$ cat config.mk
export PLATFORM = sky130hd
export DESIGN_NAME = axi_read_arbiter
export DESIGN_NICKNAME = d
export VERILOG_FILES = /design/src/rtl/axi_rd_arb_pkg.sv /design/src/rtl/rr_arbiter.sv /design/src/rtl/axi_read_arbiter.sv
export SDC_FILE = /design/constraint.sdc
export NUM_CORES = 1
export LEC_CHECK = 0
export CAP_MARGIN = 20
export CORE_AREA = 2 2 146 148
export DETAILED_ROUTE_END_ITERATION = 10
export DIE_AREA = 0 0 148 150
export SLEW_MARGIN = 5
export SYNTH_ARGS = -nofsm -noshare
export SYNTH_HDL_FRONTEND = slang
export SYNTH_SLANG_ARGS = --single-unit
$ cat constraint.sdc
create_clock -name clk -period 3.1 [get_ports clk]
set_input_delay 0.31 -clock clk [delete_from_list [all_inputs] [get_ports clk]]
set_output_delay 0.31 -clock clk [all_outputs]
set_load 0.01 [all_outputs]
$ cat src/rtl/axi_rd_arb_pkg.sv
// Shared types and widths for the AXI read-channel arbiter.
package axi_rd_arb_pkg;

    typedef enum logic [1:0] {
        IDLE = 2'd0,
        ADDR = 2'd1,
        DATA = 2'd2
    } state_e;

    localparam int AXI_LEN_W   = 8;
    localparam int AXI_SIZE_W  = 3;
    localparam int AXI_BURST_W = 2;
    localparam int BEAT_CNT_W  = 9;

    // Requester index following idx, wrapping at n.
    function automatic int unsigned wrap_next(input int unsigned idx, input int unsigned n);
        return (idx + 1 >= n) ? 0 : idx + 1;
    endfunction

endpackage

$ cat src/rtl/rr_arbiter.sv
// Combinational masked-priority pick: lowest requester at or above ptr wins,
// otherwise the lowest requester overall.
module rr_arbiter #(
    parameter  int N  = 4,
    localparam int IW = $clog2(N)
) (
    input  logic [N-1:0]  req,
    input  logic [IW-1:0] ptr,
    output logic [N-1:0]  grant,
    output logic [IW-1:0] grant_idx,
    output logic          grant_any
);

    logic [N-1:0] mask;
    logic [N-1:0] masked_req;
    logic [N-1:0] pick_vec;

    for (genvar gi = 0; gi < N; gi++) begin : g_mask
        assign mask[gi] = (ptr <= IW'(gi));
    end

    assign masked_req = req & mask;
    assign pick_vec   = (|masked_req) ? masked_req : req;
    assign grant_any  = |req;

    // Descending scan so the lowest set bit is the one that sticks.
    always_comb begin
        grant     = '0;
        grant_idx = '0;
        for (int i = N - 1; i >= 0; i--) begin
            if (pick_vec[i]) begin
                grant     = '0;
                grant[i]  = 1'b1;
                grant_idx = IW'(i);
            end
        end
    end

endmodule

$ cat src/rtl/axi_read_arbiter.sv
// Shares one AXI4 read channel among NREQ requesters, one burst in flight.
// Define RD_ARB_FIXED_PRIO_EN for fixed priority (lowest index wins) instead of round-robin.
module axi_read_arbiter
    import axi_rd_arb_pkg::*;
#(
    parameter  int NREQ = 4,
    parameter  int AW   = 32,
    parameter  int DW   = 64,
    localparam int IW   = $clog2(NREQ)
) (
    input  logic                          clk,
    input  logic                          resetn,
    input  logic [NREQ*AW-1:0]            req_araddr,
    input  logic [NREQ*AXI_LEN_W-1:0]     req_arlen,
    input  logic [NREQ*AXI_SIZE_W-1:0]    req_arsize,
    input  logic [NREQ*AXI_BURST_W-1:0]   req_arburst,
    input  logic [NREQ-1:0]               req_arvalid,
    output logic [NREQ-1:0]               req_arready,
    output logic [DW-1:0]                 req_rdata,
    output logic                          req_rlast,
    output logic [NREQ-1:0]               req_rvalid,
    input  logic [NREQ-1:0]               req_rready,
    output logic [AW-1:0]                 m_axi_araddr,
    output logic [AXI_LEN_W-1:0]          m_axi_arlen,
    output logic [AXI_SIZE_W-1:0]         m_axi_arsize,
    output logic [AXI_BURST_W-1:0]        m_axi_arburst,
    output logic                          m_axi_arvalid,
    input  logic                          m_axi_arready,
    input  logic [DW-1:0]                 m_axi_rdata,
    input  logic                          m_axi_rlast,
    input  logic                          m_axi_rvalid,
    output logic                          m_axi_rready,
    output logic [IW-1:0]                 grant_id,
    output logic                          busy,
    output logic                          rlast_err
);

    state_e                  state_reg, state_next;
    logic [IW-1:0]           grant_id_reg, grant_id_next;
    logic [IW-1:0]           rr_ptr_reg, rr_ptr_next;
    logic [BEAT_CNT_W-1:0]   beat_cnt_reg, beat_cnt_next;
    logic                    rlast_err_reg, rlast_err_next;
    logic                    load_ar;

    logic [AW-1:0]           araddr_reg;
    logic [AXI_LEN_W-1:0]    arlen_reg;
    logic [AXI_SIZE_W-1:0]   arsize_reg;
    logic [AXI_BURST_W-1:0]  arburst_reg;

    logic [AW-1:0]           araddr_arr  [NREQ];
    logic [AXI_LEN_W-1:0]    arlen_arr   [NREQ];
    logic [AXI_SIZE_W-1:0]   arsize_arr  [NREQ];
    logic [AXI_BURST_W-1:0]  arburst_arr [NREQ];

    logic [NREQ-1:0]         win_onehot;
    logic [IW-1:0]           win_idx;
    logic                    win_any;
    logic [IW-1:0]           ptr_after_win;

    logic                    in_data;
    logic                    owner_rready;
    logic                    beat;
    logic                    final_beat;

    for (genvar gi = 0; gi < NREQ; gi++) begin : g_unpack
        assign araddr_arr[gi]  = req_araddr[gi*AW +: AW];
        assign arlen_arr[gi]   = req_arlen[gi*AXI_LEN_W +: AXI_LEN_W];
        assign arsize_arr[gi]  = req_arsize[gi*AXI_SIZE_W +: AXI_SIZE_W];
        assign arburst_arr[gi] = req_arburst[gi*AXI_BURST_W +: AXI_BURST_W];
    end

    rr_arbiter #(
        .N (NREQ)
    ) u_arb (
        .req       (req_arvalid),
        .ptr       (rr_ptr_reg),
        .grant     (win_onehot),
        .grant_idx (win_idx),
        .grant_any (win_any)
    );

`ifdef RD_ARB_FIXED_PRIO_EN
    assign ptr_after_win = '0;
`else
    assign ptr_after_win = IW'(wrap_next(32'(win_idx), NREQ));
`endif

    // R steering: only the owner sees rvalid, and only the owner's rready reaches the master.
    assign in_data       = (state_reg == DATA);
    assign owner_rready  = req_rready[grant_id_reg];
    assign m_axi_rready  = in_data & owner_rready;
    assign beat          = in_data & m_axi_rvalid & owner_rready;
    assign final_beat    = (beat_cnt_reg == BEAT_CNT_W'(arlen_reg));
    assign req_rdata     = in_data ? m_axi_rdata : '0;
    assign req_rlast     = in_data & m_axi_rlast;

    for (genvar gi = 0; gi < NREQ; gi++) begin : g_rvalid
        assign req_rvalid[gi] = in_data & m_axi_rvalid & (grant_id_reg == IW'(gi));
    end

    always_comb begin
        state_next     = state_reg;
        grant_id_next  = grant_id_reg;
        rr_ptr_next    = rr_ptr_reg;
        beat_cnt_next  = beat_cnt_reg;
        rlast_err_next = rlast_err_reg;
        load_ar        = 1'b0;
        req_arready    = '0;
        m_axi_arvalid  = 1'b0;
        case (state_reg)
            IDLE: begin
                if (win_any) begin
                    req_arready   = win_onehot;
                    load_ar       = 1'b1;
                    grant_id_next = win_idx;
                    rr_ptr_next   = ptr_after_win;
                    state_next    = ADDR;
                end
            end
            ADDR: begin
                m_axi_arvalid = 1'b1;
                if (m_axi_arready) begin
                    beat_cnt_next = '0;
                    state_next    = DATA;
                end
            end
            DATA: begin
                if (beat) begin
                    beat_cnt_next = beat_cnt_reg + BEAT_CNT_W'(1);
                    // Flag rlast that arrives early, or a final beat that lacks it.
                    if (m_axi_rlast != final_beat && (m_axi_rlast || final_beat)) begin
                        rlast_err_next = 1'b1;
                    end
                    if (m_axi_rlast) begin
                        state_next = IDLE;
                    end
                end
            end
            default: state_next = IDLE;
        endcase
    end

    always_ff @(posedge clk or negedge resetn) begin
        if (!resetn) begin
            state_reg     <= IDLE;
            grant_id_reg  <= '0;
            rr_ptr_reg    <= '0;
            beat_cnt_reg  <= '0;
            rlast_err_reg <= 1'b0;
        end else begin
            state_reg     <= state_next;
            grant_id_reg  <= grant_id_next;
            rr_ptr_reg    <= rr_ptr_next;
            beat_cnt_reg  <= beat_cnt_next;
            rlast_err_reg <= rlast_err_next;
        end
    end

    always_ff @(posedge clk or negedge resetn) begin
        if (!resetn) begin
            araddr_reg  <= '0;
            arlen_reg   <= '0;
            arsize_reg  <= '0;
            arburst_reg <= '0;
        end else if (load_ar) begin
            araddr_reg  <= araddr_arr[win_idx];
            arlen_reg   <= arlen_arr[win_idx];
            arsize_reg  <= arsize_arr[win_idx];
            arburst_reg <= arburst_arr[win_idx];
        end
    end

    assign m_axi_araddr  = araddr_reg;
    assign m_axi_arlen   = arlen_reg;
    assign m_axi_arsize  = arsize_reg;
    assign m_axi_arburst = arburst_reg;
    assign grant_id      = grant_id_reg;
    assign busy          = (state_reg != IDLE);
    assign rlast_err     = rlast_err_reg;

endmodule

Yosys cells after proc, flatten, opt, wreduce, memory -nomap -nowiden
Index checks and enable logic that the tools add are counted.

Memories kept: 0. Output and inout port bits: 124. Bits in read-only memories: 0. Word-level logic and storage cells: 89. Latch bits: 0. Bits in registers: 61. RAM bits: 0.

Reduce and logical (&&, ||, !) cells: 12. Multipliers: 0. Eq/ne operators: 11. Magnitude comparators: 7. Bitwise logic cells: 10. $add $sub $neg: 2. Muxes and demuxes: 38. Shift operators: 0. Div/mod/pow operators: 0.

Operators with widths (number): binary-select mux 32 bit (select 2 bit) (1); two-way mux 32 bit (2); two-way mux 64 bit (1); two-way mux 4 bit (7); two-way mux 2 bit (11); two-way mux 9 bit (2); one-hot mux 9 bit (2 select lines) (1); binary-select mux 8 bit (select 2 bit) (1); two-way mux 8 bit (2); adder 9 x 1 -> 9 bit (second input constant) (1); == test 9 x 8 -> 1 bit (1); bitwise AND 1 bit (8); OR reduction 4 bit (2); binary-select mux 3 bit (select 2 bit) (1); == test 2 bit (second input constant) (3); >= comparator 3 bit (second input constant) (2); two-way mux 3 bit (2); one-hot mux 2 bit (3 select lines) (1); AND reduction 3 bit (2); bitwise AND 4 bit (1); binary-select mux 2 bit (select 2 bit) (1); == test 2 x 1 -> 1 bit (second input constant) (2); less-or-equal comparator 2 x 1 -> 1 bit (second input constant) (2); less-or-equal comparator 2 bit (second input constant) (2); 14 further kinds (21).

Depth between registers and ports, before layout
Depth after elaboration: 12. Mapped depth: 7. Gate-level depth less buffers: 5.

Hierarchy
From an unflattened synthesis, not the netlist that was laid out.

Cells, all modules: 354. Area, all modules: 4354.2 um^2.

Modules (own cells, without submodules): axi_read_arbiter (cells an instance 323, area an instance 4132.7 um^2, instances 1); rr_arbiter (cells an instance 31, area an instance 221.5 um^2, instances 1).

Worst setup path before layout
No wires, ideal clock.

Path type: register to output. Start: register state_reg[1]. End: output port req_arready[0]. Data arrival time: 1.449 ns. Path buffers: 2. Slack: 1.341 ns. Cell stages (with the launch flop): 6. Path through: dfrtp_1 > or2_2 > a21oi_1 > buf_2 > buf_2 > and3_1.

Cells in the longest elaborated chain, start to end: 2.

RTL lines: start, declared (line axi_read_arbiter.sv:38) `state_e state_reg, state_next;`; start signal, assigned (line axi_read_arbiter.sv:151) `state_reg <= state_next;`; zero test 2 bit (line axi_read_arbiter.sv:110) `case (state_reg)`; two-way mux 4 bit (line axi_read_arbiter.sv:110); end, declared (line axi_read_arbiter.sv:18) `output logic [NREQ-1:0] req_arready,`.

Every way passes these cells.

Worst setup path after layout
Start: input port req_arvalid[0]. End: output port req_arready[2].

Cells in the longest elaborated chain, start to end: 8. Elaborated cells between the ends (all ways): 9. Those cells by class: mux: 6; bitwise: 1; reduce/logical: 2.

RTL lines: start, declared (line axi_read_arbiter.sv:17) `input logic [NREQ-1:0] req_arvalid,`; bitwise AND 4 bit (line rr_arbiter.sv:22) `assign masked_req = req & mask;`; OR reduction 4 bit (line rr_arbiter.sv:23) `assign pick_vec = (|masked_req) ? masked_req : req;`; two-way mux 4 bit (line rr_arbiter.sv:23); two-way mux 4 bit (3 in a row) (line rr_arbiter.sv:31) `if (pick_vec[i]) begin`; two-way mux 4 bit * (line axi_read_arbiter.sv:112) `if (win_any) begin`; two-way mux 4 bit * (line axi_read_arbiter.sv:110).

Every way passes the cells marked *; elsewhere a longest branch is shown, timed or not.

==> summary.txt <==
Global route
  – Overall Global Routing Usage: 0.170
  – Largest net degree at the start of global routing: 46
  – Vias in the first global route: 5,011
  – Grt ovf: 0
  – First-pass GRT wire length: approximately 29,000 microns
  – Antenna violations before repair: 0

Clock tree
  – H-tree levels: 3
  – Sink Count: 61
  – Post-CTS Setup Bufs: 0
  – Reg clk slew, reported paths: 0.06 ns
  – CTS root buf: clkbuf_16
  – Resized Gates After CTS: 0
  – Worst skew pair latency: 0.33 ns
  – TritonCTS clock tree: built
  – Bufs on Longest Clock Path: 2
  – # hold bufs at CTS: 0
  – Total CTS buffers: 9

Timing
  – Worst-margin pin slew: 0.686 ns
  – Final WS setup: approximately 0.63 ns
  – Setup TNS: 0 ns
  – Slew HR: 0.543
  – Fmax: 405 MHz
  – Unrepaired setup endpoints after global routing: false
  – WHS: -0.0138 ns
  – Clock skew: around 0.010 ns
  – Pins Over Slew Limit: 0
  – Count of final setup violators: 0
  – Fin. Hold Viols: 10
  – Crit path time final: 2.47 ns
  – Final worst-path cycle share: 0.797

Logic synthesis
  – Post-synthesis sequential element count: just over 60
  – Avg Cell Area, Syn: 9.46 sq um
  – Unique cell type count in the Yosys netlist: 40
  – Syn_nets: 728
  – Ys Warns: 0
  – Post-Syn Instances: 470
  – Post-synthesis sequential area ratio: 0.343
  – Syn Std Cell Area: around 4400 sq um

Outcome
  – Failing checks: negative hold slack
  – Outcome: finished with violations

Worst setup path
  – R2R Path End: m_axi_araddr[7]
  – Worst r2r path cells: 6
  – Maximum net fanout on the critical path: 9
  – Worst path arrival time: 2.16 ns
  – Crit Path Category: input pin to output port
  – CP startpoint kind: input pin
  – Reg2reg setup slack: 1.05 ns
  – CP Capture Type: output port
  – Worst R2R Start: rr_ptr_reg[1]
  – Required @ worst endpoint: around 2.8 ns

Routing
  – Total wire length: 19,600 microns
  – DRT antenna net count: 0
  – Via-to-Cell Ratio: 4.51
  – DRT Pass-1 Iters: 4
  – Drc violations: 0
  – Via count: between 5,000 and 6,000
  – DR iter-0 viols: 174
  – WL per Instance: 17.7 microns

Floorplan
  – Die area: 22,200 sq um
  – Starting density of the core: 0.215
  – Core ar.: about 21,000 sq um
  – Die Ht: approximately 150 microns
  – Die width: 148 microns
  – Core Rows: 53
  – I/O pin total: 381

Cells and area
  – Sequential cell area: 1530 sq um
  – Layout cells sized above 1: 0.0719
  – Synthesis-to-finish area growth: 95.9%
  – Most frequent cells in the layout: clkdlybuf4s50_1, and2_1, nor2_1, dfrtp_1, mux2i_1
  – Design area: 8700 sq um
  – Most common cell after layout, fill and taps aside: clkdlybuf4s50_1
  – Largest register FFs: 32
  – Fill cells: 2,066
  – N_diodes: 0
  – Nets: 1,089
  – Area of the multi-input gates: around 2600 sq um

Placement
  – Dpl ws: 0.581 ns
  – Placed inst area: 8420 sq um
  – Final Wtd Congestion: 0.787
  – Port bufs: 380
  – Detailed placer's ending HPWL: between 15,000 and 20,000 microns

Worst hold path
  – Hold/Removal Path Class: input pin to async pin

Pwr
  – Total power: around 6.5 mW
  – Peak VDD IR: around 0.27 mV
  – PwrDens: about 750 nW/um^2
  – Static Leak: 3.42 nW

Flow run
  – Max-Cap Viols: 0
==> cells by family after synthesis <==
kind of cell,share of synthesized area
flip-flops,0.343
buffers and inverters,0.0797
AND/OR/NAND/NOR,0.198
adder cells (fa/ha/maj),0.00281
XOR/XNOR,0.0315
multiplexers,0.111
AO/OA/AOI/OAI,0.234
==> worst max-delay path by stage <==
stage	to	startpoint	slack, ns	cells past startpoint
floorplan	req_arready[0]	state_reg[1]	1.34	5
global placement	req_arready[2]	req_arvalid[0]	0.62	7
detailed placement	m_axi_araddr[15]	req_arvalid[0]	0.58	7
CTS	req_arready[2]	req_arvalid[0]	0.63	7
global route	req_arready[2]	req_arvalid[0]	0.51	7
finish	req_arready[2]	req_arvalid[0]	0.63	7
==> metal layers <==
metal / wire [microns] / up-vias / global-route usage
met5: 0 / - / 0
li1: - / 2452 / -
met2: 10100 / 181 / 0.297
met4: 431 / 0 / 0.0567
met3: 1120 / 29 / 0.0369
met1: 7990 / 2344 / 0.208
==> Yosys cell counts <==
library cell,instances,area (sq um)
o22ai_2,3,37.5
a221oi_1,29,254
inv_2,1,3.75
nor2b_1,2,12.5
xor2_1,9,78.8
o22ai_1,44,275
buf_12,4,80.1
nand3_1,5,25.0
nor2_8,1,20.0
buf_2,12,60.1
o32ai_4,1,27.5
nor4_1,1,6.26
and4_1,2,17.5
o221ai_1,1,8.76
nand4_1,4,25.0
a31oi_1,1,6.26
nor3_1,2,10.0
a21boi_0,1,7.51
a21oi_2,2,17.5
nand2b_1,2,12.5
clkbuf_1,15,56.3
and2_1,68,425
a21oi_1,6,30.0
and3_4,1,11.3
nor2_1,61,229
nand2_1,13,48.8
a221oi_2,16,240
ha_1,1,12.5
inv_1,5,18.8
o221a_1,1,11.3
or2_2,1,6.26
mux2i_1,47,470
mux4_2,1,22.5
nor2_4,1,11.3
buf_6,12,135
and3_1,3,18.8
xnor2_1,7,61.3
a21o_1,3,22.5
o21ai_0,20,100
dfrtp_1,61,1530
==> final cells by class <==
class | instances | share of cell area
Timing Repair Buffer | 393 | 0.453
Sequential cell | 61 | 0.175
Tap cell | 275 | 0.0395
Multi-Input combinational cell | 360 | 0.297
Clock inverter | 5 | 0.00604
Clock buffer | 10 | 0.0263
Inverter | 6 | 0.00259
==> per-stage QoR <==
step	util	cells
6_report	0.421	1110
5_1_grt	0.421	1110
4_1_cts	0.421	1110
3_5_place_dp	0.407	1095
3_3_place_gp	0.407	1095
2_1_floorplan	-	470
==> where the power goes <==
part	leakage, nW	internal, mW	switching (mW)
registers	0.710	1.16	0.312
logic	2.57	2.13	1.93
clock network	0.138	0.613	0.360
==> critical path: stages <==
cell and delay [ns]:
clkdlybuf4s50_1 0.58, nor2_4 0.22, nor2_1 0.08, o32ai_4 0.23, inv_1 0.08, nor2_1 0.10
clkdlybuf4s50_1 0.55
Note: power is estimated with default switching activity, not from simulation.
